==> src/rtl/morse_sequencer_if.sv <==
// morse_sequencer_if: symbol handshake and key/status bundle between the
// character source (master) and the Morse sequencer (slave).
`timescale 1ns/1ps
interface morse_sequencer_if;
    logic       in_valid;
    logic       in_ready;
    logic [2:0] in_len;
    logic [4:0] in_pat;
    logic       in_space;
    logic       key;
    logic       busy;
    logic       done;

    modport master (
        output in_valid, in_len, in_pat, in_space,
        input  in_ready, key, busy, done
    );

    modport slave (
        input  in_valid, in_len, in_pat, in_space,
        output in_ready, key, busy, done
    );
endinterface

==> src/rtl/morse_sequencer.sv <==
// morse_sequencer: schedules one Morse symbol at a time onto the key output,
// timing marks and all element/character/word gaps in whole unit ticks.
// Optional feature: define MORSE_ABORT_EN to add a synchronous abort input
// that drops the current symbol and the held one without a done pulse.
`timescale 1ns/1ps
module morse_sequencer #(
    parameter int DOT_UNITS  = 1,
    parameter int DASH_UNITS = 3,
    parameter int GAP_ELEM   = 1,
    parameter int GAP_CHAR   = 3,
    parameter int GAP_WORD   = 7,
    parameter int CNT_W      = 4
) (
    input  logic clk,
    input  logic rst,
`ifdef MORSE_ABORT_EN
    input  logic abort,
`endif
    input  logic unit_clk,
    morse_sequencer_if.slave bus
);

    localparam logic [2:0] S_IDLE  = 3'd0;
    localparam logic [2:0] S_ALIGN = 3'd1;
    localparam logic [2:0] S_MARK  = 3'd2;
    localparam logic [2:0] S_EGAP  = 3'd3;
    localparam logic [2:0] S_CGAP  = 3'd4;
    localparam logic [2:0] S_WGAP  = 3'd5;

    localparam logic [CNT_W-1:0] L_DOT  = CNT_W'(DOT_UNITS);
    localparam logic [CNT_W-1:0] L_DASH = CNT_W'(DASH_UNITS);
    localparam logic [CNT_W-1:0] L_EGAP = CNT_W'(GAP_ELEM);
    localparam logic [CNT_W-1:0] L_CGAP = CNT_W'(GAP_CHAR);
    localparam logic [CNT_W-1:0] L_WGAP = CNT_W'(GAP_WORD - GAP_CHAR);

    // control registers
    logic [2:0]       r_state;
    logic [CNT_W-1:0] r_cnt;
    logic             r_hold_valid;
    logic             r_prev_unit;
    logic             r_key;
    logic             r_done;

    // payload registers (no reset needed: qualified by r_hold_valid / r_state)
    logic [2:0]       r_hold_len;
    logic [4:0]       r_hold_pat;
    logic             r_hold_space;
    logic [2:0]       r_rem;
    logic [4:0]       r_pat;
    logic             r_space;

    logic             w_tick;
    logic             w_accept;
    logic             w_abort;
    logic [2:0]       w_len_in;
    logic [CNT_W-1:0] w_cnt_inc;
    logic [CNT_W-1:0] w_mark_tgt;
    logic [CNT_W-1:0] w_gap_tgt;

    logic [2:0]       w_state_n;
    logic [CNT_W-1:0] w_cnt_n;
    logic             w_pop;
    logic             w_done_n;
    logic [2:0]       w_rem_n;
    logic [4:0]       w_pat_n;
    logic             w_space_n;

    assign w_tick     = unit_clk & ~r_prev_unit;
    assign w_accept   = bus.in_valid & ~r_hold_valid;
    assign w_len_in   = (bus.in_len > 3'd5) ? 3'd5 : bus.in_len;
    assign w_cnt_inc  = r_cnt + 1'b1;
    assign w_mark_tgt = r_pat[4] ? L_DASH : L_DOT;
    assign w_gap_tgt  = (r_state == S_WGAP) ? L_WGAP : L_CGAP;

`ifdef MORSE_ABORT_EN
    assign w_abort = abort;
`else
    assign w_abort = 1'b0;
`endif

    // Next-state logic: counts ticks per state and sequences elements/gaps.
    always_comb begin
        w_state_n = r_state;
        w_cnt_n   = w_tick ? w_cnt_inc : r_cnt;
        w_pop     = 1'b0;
        w_done_n  = 1'b0;
        w_rem_n   = r_rem;
        w_pat_n   = r_pat;
        w_space_n = r_space;
        case (r_state)
            S_IDLE: begin
                if (r_hold_valid) begin
                    w_pop     = 1'b1;
                    w_state_n = S_ALIGN;
                    w_cnt_n   = '0;
                end
            end
            S_ALIGN: begin
                if (w_tick) begin
                    w_cnt_n = '0;
                    if (r_space) begin
                        w_state_n = S_WGAP;
                    end else if (r_rem == 3'd0) begin
                        w_done_n  = 1'b1;
                        w_state_n = S_IDLE;
                    end else begin
                        w_state_n = S_MARK;
                    end
                end
            end
            S_MARK: begin
                if (w_tick && (w_cnt_inc == w_mark_tgt)) begin
                    w_cnt_n   = '0;
                    w_state_n = (r_rem > 3'd1) ? S_EGAP : S_CGAP;
                end
            end
            S_EGAP: begin
                if (w_tick && (w_cnt_inc == L_EGAP)) begin
                    w_cnt_n   = '0;
                    w_state_n = S_MARK;
                    w_rem_n   = r_rem - 3'd1;
                    w_pat_n   = {r_pat[3:0], 1'b0};
                end
            end
            S_CGAP, S_WGAP: begin
                if (w_tick && (w_cnt_inc == w_gap_tgt)) begin
                    w_cnt_n  = '0;
                    w_done_n = 1'b1;
                    if (r_hold_valid) begin
                        // Chain straight into the next symbol on this tick;
                        // an empty symbol still needs ALIGN to report done.
                        w_pop = 1'b1;
                        if (r_hold_space)
                            w_state_n = S_WGAP;
                        else if (r_hold_len == 3'd0)
                            w_state_n = S_ALIGN;
                        else
                            w_state_n = S_MARK;
                    end else begin
                        w_state_n = S_IDLE;
                    end
                end
            end
            default: begin
                w_state_n = S_IDLE;
                w_cnt_n   = '0;
            end
        endcase
        if (w_pop) begin
            w_rem_n   = r_hold_len;
            w_pat_n   = r_hold_pat;
            w_space_n = r_hold_space;
        end
        if (w_abort) begin
            w_state_n = S_IDLE;
            w_cnt_n   = '0;
            w_pop     = 1'b0;
            w_done_n  = 1'b0;
        end
    end

    // Control state: FSM, counter, holding flag, tick edge detector, outputs.
    always_ff @(posedge clk or negedge rst) begin
        if (!rst) begin
            r_state      <= S_IDLE;
            r_cnt        <= '0;
            r_hold_valid <= 1'b0;
            r_prev_unit  <= 1'b1;
            r_key        <= 1'b0;
            r_done       <= 1'b0;
        end else begin
            r_state     <= w_state_n;
            r_cnt       <= w_cnt_n;
            r_prev_unit <= unit_clk;
            r_key       <= (w_state_n == S_MARK);
            r_done      <= w_done_n;
            if (w_abort)
                r_hold_valid <= 1'b0;
            else if (w_accept)
                r_hold_valid <= 1'b1;
            else if (w_pop)
                r_hold_valid <= 1'b0;
        end
    end

    // Payload capture: holding register on accept, working symbol on pop/advance.
    always_ff @(posedge clk) begin
        if (w_accept) begin
            r_hold_len   <= w_len_in;
            r_hold_pat   <= bus.in_pat;
            r_hold_space <= bus.in_space;
        end
        r_rem   <= w_rem_n;
        r_pat   <= w_pat_n;
        r_space <= w_space_n;
    end

    assign bus.in_ready = ~r_hold_valid;
    assign bus.key      = r_key;
    assign bus.done     = r_done;
    assign bus.busy     = (r_state != S_IDLE) | r_hold_valid;

endmodule

==> src/flat_wrapper.sv <==
// flat-port wrapper written by rule: the top's interface ports become plain ports
module morse_sequencer_flat 
#(
    parameter int DOT_UNITS  = 1,
    parameter int DASH_UNITS = 3,
    parameter int GAP_ELEM   = 1,
    parameter int GAP_CHAR   = 3,
    parameter int GAP_WORD   = 7,
    parameter int CNT_W      = 4
)
  (clk, rst, unit_clk, bus_in_valid, bus_in_len, bus_in_pat, bus_in_space, bus_in_ready, bus_key, bus_busy, bus_done);
  morse_sequencer_if bus_i ();
  input  logic clk;
  input  logic rst;
  input  logic unit_clk;
  input wire logic [$bits(bus_i.in_valid)-1:0] bus_in_valid;
  input wire logic [$bits(bus_i.in_len)-1:0] bus_in_len;
  input wire logic [$bits(bus_i.in_pat)-1:0] bus_in_pat;
  input wire logic [$bits(bus_i.in_space)-1:0] bus_in_space;
  output wire logic [$bits(bus_i.in_ready)-1:0] bus_in_ready;
  output wire logic [$bits(bus_i.key)-1:0] bus_key;
  output wire logic [$bits(bus_i.busy)-1:0] bus_busy;
  output wire logic [$bits(bus_i.done)-1:0] bus_done;
  assign bus_i.in_valid = bus_in_valid;
  assign bus_i.in_len = bus_in_len;
  assign bus_i.in_pat = bus_in_pat;
  assign bus_i.in_space = bus_in_space;
  assign bus_in_ready = bus_i.in_ready;
  assign bus_key = bus_i.key;
  assign bus_busy = bus_i.busy;
  assign bus_done = bus_i.done;
  morse_sequencer #(.DOT_UNITS(DOT_UNITS), .DASH_UNITS(DASH_UNITS), .GAP_ELEM(GAP_ELEM), .GAP_CHAR(GAP_CHAR), .GAP_WORD(GAP_WORD), .CNT_W(CNT_W)) u_core (.clk(clk), .rst(rst), .unit_clk(unit_clk), .bus(bus_i));
endmodule
==> config.mk <==
export PLATFORM = sky130hd
export DESIGN_NAME = morse_sequencer_flat
export DESIGN_NICKNAME = d
export VERILOG_FILES = /design/src/rtl/morse_sequencer_if.sv /design/src/rtl/morse_sequencer.sv /design/src/flat_wrapper.sv
export SDC_FILE = /design/constraint.sdc
export NUM_CORES = 1
export LEC_CHECK = 0
export ABC_AREA = 0
export CORE_MARGIN = 2
export CORE_UTILIZATION = 30
export DETAILED_ROUTE_END_ITERATION = 10
export GPL_ROUTABILITY_DRIVEN = 0
export HOLD_SLACK_MARGIN = 0.1
export PLACE_DENSITY_LB_ADDON = 0.05
export SYNTH_ARGS = -nofsm -noshare
export SYNTH_HDL_FRONTEND = slang
export SYNTH_SLANG_ARGS = --single-unit
==> constraint.sdc <==
create_clock -name clk -period 4.05 [get_ports clk]
set_input_delay 0.81 -clock clk [delete_from_list [all_inputs] [get_ports clk]]
set_output_delay 0.81 -clock clk [all_outputs]
set_load 0.005 [all_outputs]
== Word level (Yosys, flattened, before mapping) ==
Cells that the tools add are included.
Storage, ports and cells
  word-level logic and storage cells: 79
  input bits: 13
  flip-flop bits (word level): 29
Cells by class
  reduce and logical (&&, ||, !) cells: 12
  bitwise operators: 5
  $add $sub $neg: 2
  magnitude comparators: 2
  muxes and demuxes: 37
  equality and inequality tests: 9
Operators by type and width (number)
  $mux 3: 13
  $mux 4: 6
  $pmux 4 s5: 1
  $mux 5: 3
  $pmux 3 s5: 1
  $eq 3x2->1 const B: 3
  $logic_not 3->1: 3
  $eq 4x4->1: 2
  $mux 1: 8
  $eq 3x3->1 const B: 2
  $mux 2: 3
  $reduce_bool 2->1: 3
  $add 4x1->4 const B: 1
  $eq 4x1->1 const B: 1
  $pmux 1 s2: 2
  $eq 3x1->1 const B: 1
  $gt 3x1->1 const B: 1
  $gt 3x3->1 const B: 1
  $logic_and 1x1->1: 3
  $reduce_bool 3->1: 1
  $sub 3x1->3 const B: 1
  $and 1x1->1: 2
  $not 1->1: 2
  $reduce_and 2->1: 1
  2 further kinds: 2

== Depth between registers and ports, before layout ==
Gate-level depths: netlist (run 1).
  depth after elaboration: 8
  gate-level depth with buffers: 9

== Worst setup path after synthesis (run 1) ==
OpenSTA, ideal clock, no wires.
  path type: input-to-reg
  start point: input port unit_clk
  end point: register u_core.r_pat[0], enable pin
  required time: 3.663 ns
  stages: 7
  arrival: 1.996 ns
  setup slack: 1.668 ns
  cell sequence: nor2b_1 -> buf_2 -> o21ai_1 -> nor4_2 -> a21oi_2 -> buf_6 -> o31ai_1
On the way
  longest elaborated chain between the ends: 6
  elaborated cells between the ends (all ways): 8
  those cells by class: 2 x mux; 1 x bitwise; 5 x reduce/logical
Ends and longest elaborated chain
  start: declaration: RTL line flat_wrapper.sv:15  | input logic unit_clk;
  $and 1x1->1 *: RTL line morse_sequencer.sv:68  | assign w_tick = unit_clk & ~r_prev_unit;
  $logic_and 1x1->1: RTL line morse_sequencer.sv:126  | if (w_tick && (w_cnt_inc == w_gap_tgt)) begin
  $mux 1: RTL line morse_sequencer.sv:126
  $pmux 1 s2: RTL line morse_sequencer.sv:90  | case (r_state)
  $reduce_bool 2->1 (no line)
  $reduce_and 2->1 (no line) *
  end signal: assignment: RTL line morse_sequencer.sv:194  | r_pat <= w_pat_n;
  end: declaration: RTL line morse_sequencer.sv:49  | logic [4:0] r_pat;
Every way passes the cells marked *; elsewhere a longest branch is shown, timed or not.
A chain may end at the register's enable or synchronous reset.

== Worst setup path in the final report (run 1) ==
  start point: register u_core.r_cnt[0]
  end point: register u_core.r_pat[1], enable pin
On the way
  longest elaborated chain between the ends: 7
  elaborated cells between the ends (all ways): 10
  those cells by class: 1 x add/sub; 2 x eq/ne; 2 x mux; 5 x reduce/logical
Ends and longest elaborated chain
  start: declaration: RTL line morse_sequencer.sv:38  | logic [CNT_W-1:0] r_cnt;
  start signal: assignment: RTL line morse_sequencer.sv:173  | r_cnt <= w_cnt_n;
  $add 4x1->4 *: RTL line morse_sequencer.sv:71  | assign w_cnt_inc = r_cnt + 1'b1;
  $eq 4x4->1: RTL line morse_sequencer.sv:126
  $logic_and 1x1->1: RTL line morse_sequencer.sv:126
  $mux 1: RTL line morse_sequencer.sv:126
  $pmux 1 s2: RTL line morse_sequencer.sv:90
  $reduce_bool 2->1 (no line)
  $reduce_and 2->1 (no line) *
Marks and branches as above.

==> results of run 1 <==
==> layer usage <==
metal	vias to the layer above	GRT usage, %	routed length [um]
met5	-	0	0
met4	0	5.45	62
met3	7	3.55	91
met2	16	17.1	1440
met1	515	16.4	1520
li1	534	-	-
==> cells by family (layout without fill, tap and decap cells) <==
| logic type | after synthesis | after routing | share of synthesized area, % |
|---|---|---|---|
| buf+inv | 14 | 34 | 4.24 |
| fa+ha+maj | 6 | 6 | 4.80 |
| simple gates | 40 | 40 | 14.3 |
| mux | 8 | 8 | 6.80 |
| flops | 29 | 29 | 52.2 |
| compound gates | 34 | 34 | 15.4 |
| xor+xnor | 3 | 3 | 2.16 |
==> worst paths after layout <==
kind                                startpoint  cells after the start                  to  slack [ns]
hold / removal             u_core.r_hold_space                      0      u_core.r_space        0.50
max in group asynchronous                  rst                      1  u_core.r_prev_unit        2.82
setup reg to reg               u_core.r_cnt[0]                      6     u_core.r_pat[1]        1.03
min in group asynchronous                  rst                      1     u_core.r_cnt[3]        0.87
setup / recovery               u_core.r_cnt[0]                      6     u_core.r_pat[1]        1.03
hold reg to reg            u_core.r_hold_space                      0      u_core.r_space        0.50
==> worst reg2reg max path: stages, from the launching register on <==
cell and delay (ns):
dfrtp_1 0.50, ha_1 0.31, xor2_2 0.34, mux2i_1 0.40, nor4_2 0.12, a21oi_2 0.55, o31ai_1 0.45
==> final cells by class <==
cell class	instances	share of cell area, %
clock buffers	6	3.88
flip-flops and latches	29	43.7
clock inverters	2	0.535
well taps	70	4.69
repair buffers	17	8.97
multi-input cells	91	36.4
inverters	9	1.81
==> registers in the layout (all words and copies together) (netlist names) <==
signal               count
u_core.r_hold_pat        5
u_core.r_pat             5
u_core.r_cnt             4
u_core.r_hold_len        3
u_core.r_rem             3
u_core.r_state           3
u_core.bus.done          1
u_core.bus.key           1
u_core.r_hold_space      1
u_core.r_hold_valid      1
u_core.r_prev_unit       1
u_core.r_space           1
==> per-stage QoR <==
step,util [%],cell area [um2],setup slack [ns],hold WS (ns),total power (uW)
final,36.8,1870,1.03,0.496,1270
after global routing,36.8,1870,0.735,0.507,1370
after CTS,36.8,1870,0.983,0.497,1290
after detailed placement,35.2,1790,0.837,0.479,1050
after global placement,35.2,1790,0.940,0.480,1060
after floorplan,-,1560,1.67,0.442,908
==> cell usage in the layout, fill, tap and decap left out, types with 3 or more instances in the layout <==
cell type	instances
nor2b_1	6
nor2_1	8
a31oi_1	5
ha_1	6
inv_1	8
dfrtp_1	10
clkdlybuf4s50_1	16
a21oi_1	3
nand2b_1	3
o21ai_0	6
nand2_1	9
clkbuf_8	5
mux2_4	5
edfxtp_1	18
==> power by group <==
group,internal (uW),leakage (uW),switching [uW],total [uW]
clock,119,0.0000450,109,227
sequential,435,0.000305,84.1,519
combinational,250,0.000378,277,527
==> flow_metrics.tcl, run 1 <==
set metrics [dict create \
    crit_type "reg2reg" \
    multiInputGateArea_um2 681 \
    drtIter0Drc 98 \
    vias 1072 \
    fmax_mhz 331 \
    hp-class "reg2reg" \
    grt_first_pass_wirelength_um 5350 \
    synth_cell_types 51 \
    grt_pass1_vias 1071 \
    tns_ns 0 \
    synth_most_common_cell "edfxtp_1" \
    clk_pin_slew_ns 0.06 \
    grt_usage_pct 11.9 \
    drt-total-wl_um 3120 \
    die-area_um2 5810 \
    outcome "complete, no violations" \
    dpl.cell_count 216 \
    cp.arrival_ns 2.95 \
    wl_per_cell_um 13.9 \
    path_max_fanout 12 \
    grt_max_degree 13 \
    drt_pre_antenna_iters 4 \
    rsz0062_at_grt "no" \
    antenna_found_initial 0 \
    cap_violations 0 \
    cts_tree "built" \
    insertion_delay_ns 0.28 \
    slowest_delay_ns 0.55 \
    cts_htree_levels 2 \
    post_cts_resize_count 0 \
    layoutNonFillerInstCount 224 \
    antennaDiodeCount 0 \
    worst_pin_slew_ns 1.19 \
    critPathLaunchType "flip-flop" \
    synth.area.top_cells "edfxtp_1, dfrtp_1, ha_1" \
    synthFlopType "edfxtp_1" \
    synth-edff-count 18 \
    cts.sink_count 29 \
    avgSynthCellArea_um2 11.7 \
    ys_seq_elements 29 \
    crit_slowest_cell "a21oi_2" \
    finalCriticalPeriod_ns 3.02 \
    core.rowCount 26 \
    synthCells 134 \
    synth_area_leader_cell "edfxtp_1" \
    pin_count 17 \
    hold_viol_final 0 \
    setup_viol 0 \
    p_leak_uw 0.000727 \
    gr-total-overflow 0 \
    initial_utilization_pct 30.8 \
    cp_num_buf_inv 0 \
    end_kind "flip-flop" \
    synth_common_cells "edfxtp_1, dfrtp_1, nand2_1" \
    ff_latch_area_um2 817 \
    drc 0 \
    fillers 523 \
    core-area_um2 5070 \
    clk_path_buf_depth 2 \
    slew-limit-headroom_pct 20.3 \
    cts_hold_buf 0 \
    ant_nets 0 \
    min_period_over_period_pct 74.6 \
    synth_area_um2 1560 \
    yosysWarnings 0 \
    hpwl_um 2300 \
    port_buffers 16 \
    critPathRequiredTime_ns 3.98 \
    drv_slew 0 \
    critPathTopFamily "compound AO/OA/AOI/OAI gates" \
    yosysSeqAreaShare_pct 52.2 \
    vias_per_cell 4.79 \
    nets 172 \
    clock_skew_ns 0.00609 \
    syn-num-nets 153 \
    area_growth_pct 19.5 \
    drive_gt1_share_pct 17.5 \
    path_cells "ha_1 -> xor2_2 -> mux2i_1 -> nor4_2 -> a21oi_2 -> o31ai_1" \
    cts_buffers 5 \
    die_y_um 76.2 \
    die_x_um 76.2 \
    max-vdd-ir-drop_mv 0.211 \
    synthArstFlopShare_pct 37.9 \
    cts_root_buf "clkbuf_8" \
    yosysTopAreaCellShare_pct 34.6 \
    post_cts_buffers 0 \
    power.density_nw_per_um2 681 \
]
No activity file was read; power rests on OpenSTA's default activity.
==> run 2, diff against run 1 <==
==> constraint.sdc (replaced) <==
create_clock -name clk -period 3.1 [get_ports clk]
set_input_delay 0.62 -clock clk [delete_from_list [all_inputs] [get_ports clk]]
set_output_delay 0.62 -clock clk [all_outputs]
set_load 0.005 [all_outputs]
==> run 2 against run 1 <==
Sequential share of layout area is 0.78 points lower; cell area is 1.8% higher; wire length is 3.4% higher; sequential power is 31% higher; critical path type unchanged; critical endpoint is now u_core.r_cnt[1]; largest cell class unchanged; largest power group unchanged.
==> flow_metrics.tcl, run 2 (synthesis gave the netlist of run 1 again) <==
set metrics [dict create \
    outcome "complete, no violations" \
    top_regs "u_core.r_hold_pat x5, u_core.r_pat x5, u_core.r_cnt x4" \
    drive_gt1_share_pct 20.3 \
    timing.rr.start "u_core.r_cnt[0]" \
    gr-total-overflow 0 \
    nets 176 \
    reg2reg_to "u_core.r_cnt[1]" \
    cap_violations 0 \
    final_common_cell "edfxtp_1" \
    initial_utilization_pct 30.8 \
    cts_hold_buf 0 \
    cts_buffers 5 \
    antennaDiodeCount 0 \
    core-area_um2 5070 \
    end_kind "flip-flop" \
    die_y_um 76.2 \
    wl_per_cell_um 14.1 \
    final_cell_mix "edfxtp_1, clkdlybuf4s50_1, dfrtp_1" \
    critPathTopFamily "compound AO/OA/AOI/OAI gates" \
    vias_per_cell 4.74 \
    hp-class "reg2reg" \
    post_cts_resize_count 0 \
    core.rowCount 26 \
    post_cts_buffers 0 \
    fmax_mhz 393 \
    cp.arrival_ns 2.71 \
    antenna_found_initial 0 \
    pin_count 17 \
    hold_viol_final 0 \
    rsz0062_at_grt "no" \
    finalCriticalPeriod_ns 2.54 \
    die_x_um 76.2 \
    critPathRequiredTime_ns 3.27 \
    critPathLaunchType "flip-flop" \
    cp.depth 7 \
    cp_num_buf_inv 1 \
    min_period_over_period_pct 82.0 \
    cts_htree_levels 2 \
    vias 1080 \
    crit_slowest_cell "nor4_1" \
    crit_start "u_core.r_cnt[0]" \
    clock_skew_ns 0.00524 \
    setup_viol 0 \
    slew-limit-headroom_pct 57.6 \
    port_buffers 16 \
    cts.sink_count 29 \
    area_growth_pct 21.7 \
    path_max_fanout 12 \
    drc 0 \
    insertion_delay_ns 0.28 \
    drv_slew 0 \
    clk_path_buf_depth 2 \
    r2r_cells 7 \
    tns_ns 0 \
    slowest_delay_ns 0.55 \
    power.density_nw_per_um2 894 \
    cts_tree "built" \
    reg2reg_slack_ns 0.56 \
    ant_nets 0 \
    worst_pin_slew_ns 0.631 \
    max-vdd-ir-drop_mv 0.343 \
    drt_pre_antenna_iters 4 \
    path_cells "inv_1 -> ha_1 -> xor2_1 -> nor4_1 -> o221ai_1 -> o31ai_1 -> o22ai_1" \
    crit_type "reg2reg" \
    drtIter0Drc 83 \
    hpwl_um 2450 \
    cp-endpoint "u_core.r_cnt[1]" \
    grt_pass1_vias 1138 \
    drt-total-wl_um 3230 \
    grt_usage_pct 12.4 \
    grt_max_degree 13 \
    die-area_um2 5810 \
    fin_util_pct 37.5 \
    cts_root_buf "clkbuf_8" \
    p_leak_uw 0.000746 \
    clk_pin_slew_ns 0.07 \
    grt_first_pass_wirelength_um 5530 \
]
-- run 2: cell count changes in the layout (fill, tap and decap cells not counted) --
| cell | before | now |
|---|---|---|
| buf_4 | 1 | 5 |
| clkbuf_1 | 1 | 0 |
| clkinvlp_4 | 0 | 1 |
-- run 2: report_power, final --
group          internal, uW  switching, uW  total (uW)
logic                   353            361         713
registers               566            112         678
clock network           155            155         310
total                  1070            628        1700
-- run 2: metal layers --
metal / routed length (um) / track usage (%) / up-vias
li1: - / - / 544
met1: 1560 / 16.3 / 509
met2: 1510 / 19.2 / 20
met3: 103 / 3.79 / 7
met4: 49 / 4.73 / 0
met5: 0 / 0 / -
-- run 2: worst min path at each step --
stage,from,endpoint,slack (ns),cells after the start
final,u_core.r_hold_space,u_core.r_space,0.50,0
after CTS,u_core.r_hold_space,u_core.r_space,0.50,0
after global placement,u_core.r_hold_space,u_core.r_space,0.48,0
after detailed placement,u_core.r_hold_space,u_core.r_space,0.48,0
after floorplan,rst,u_core.bus.done,0.32,0
after global routing,u_core.r_hold_space,u_core.r_space,0.54,0
-- run 2: through the flow --
| stage | hold WS, ns | cell area [um2] | worst slack (ns) | cells | power, uW |
|---|---|---|---|---|---|
| after floorplan | 0.324 | 1560 | 0.733 | 134 | 1190 |
| after global placement | 0.476 | 1820 | 0.366 | 220 | 1410 |
| after detailed placement | 0.480 | 1820 | 0.359 | 220 | 1410 |
| after CTS | 0.500 | 1900 | 0.540 | 228 | 1730 |
| after global routing | 0.537 | 1900 | 0.312 | 228 | 1850 |
| final | 0.499 | 1900 | 0.558 | 228 | 1700 |
-- run 2: final cells by class --
| type | count | area (um2) |
|---|---|---|
| clock buffer | 5 | 68.8 |
| clock inverter | 3 | 17.5 |
| fill | 531 | 3170 |
| inverter | 9 | 33.8 |
| multi-input combinational | 91 | 681 |
| sequential | 29 | 817 |
| tap | 70 | 87.6 |
| timing repair buffer | 21 | 198 |
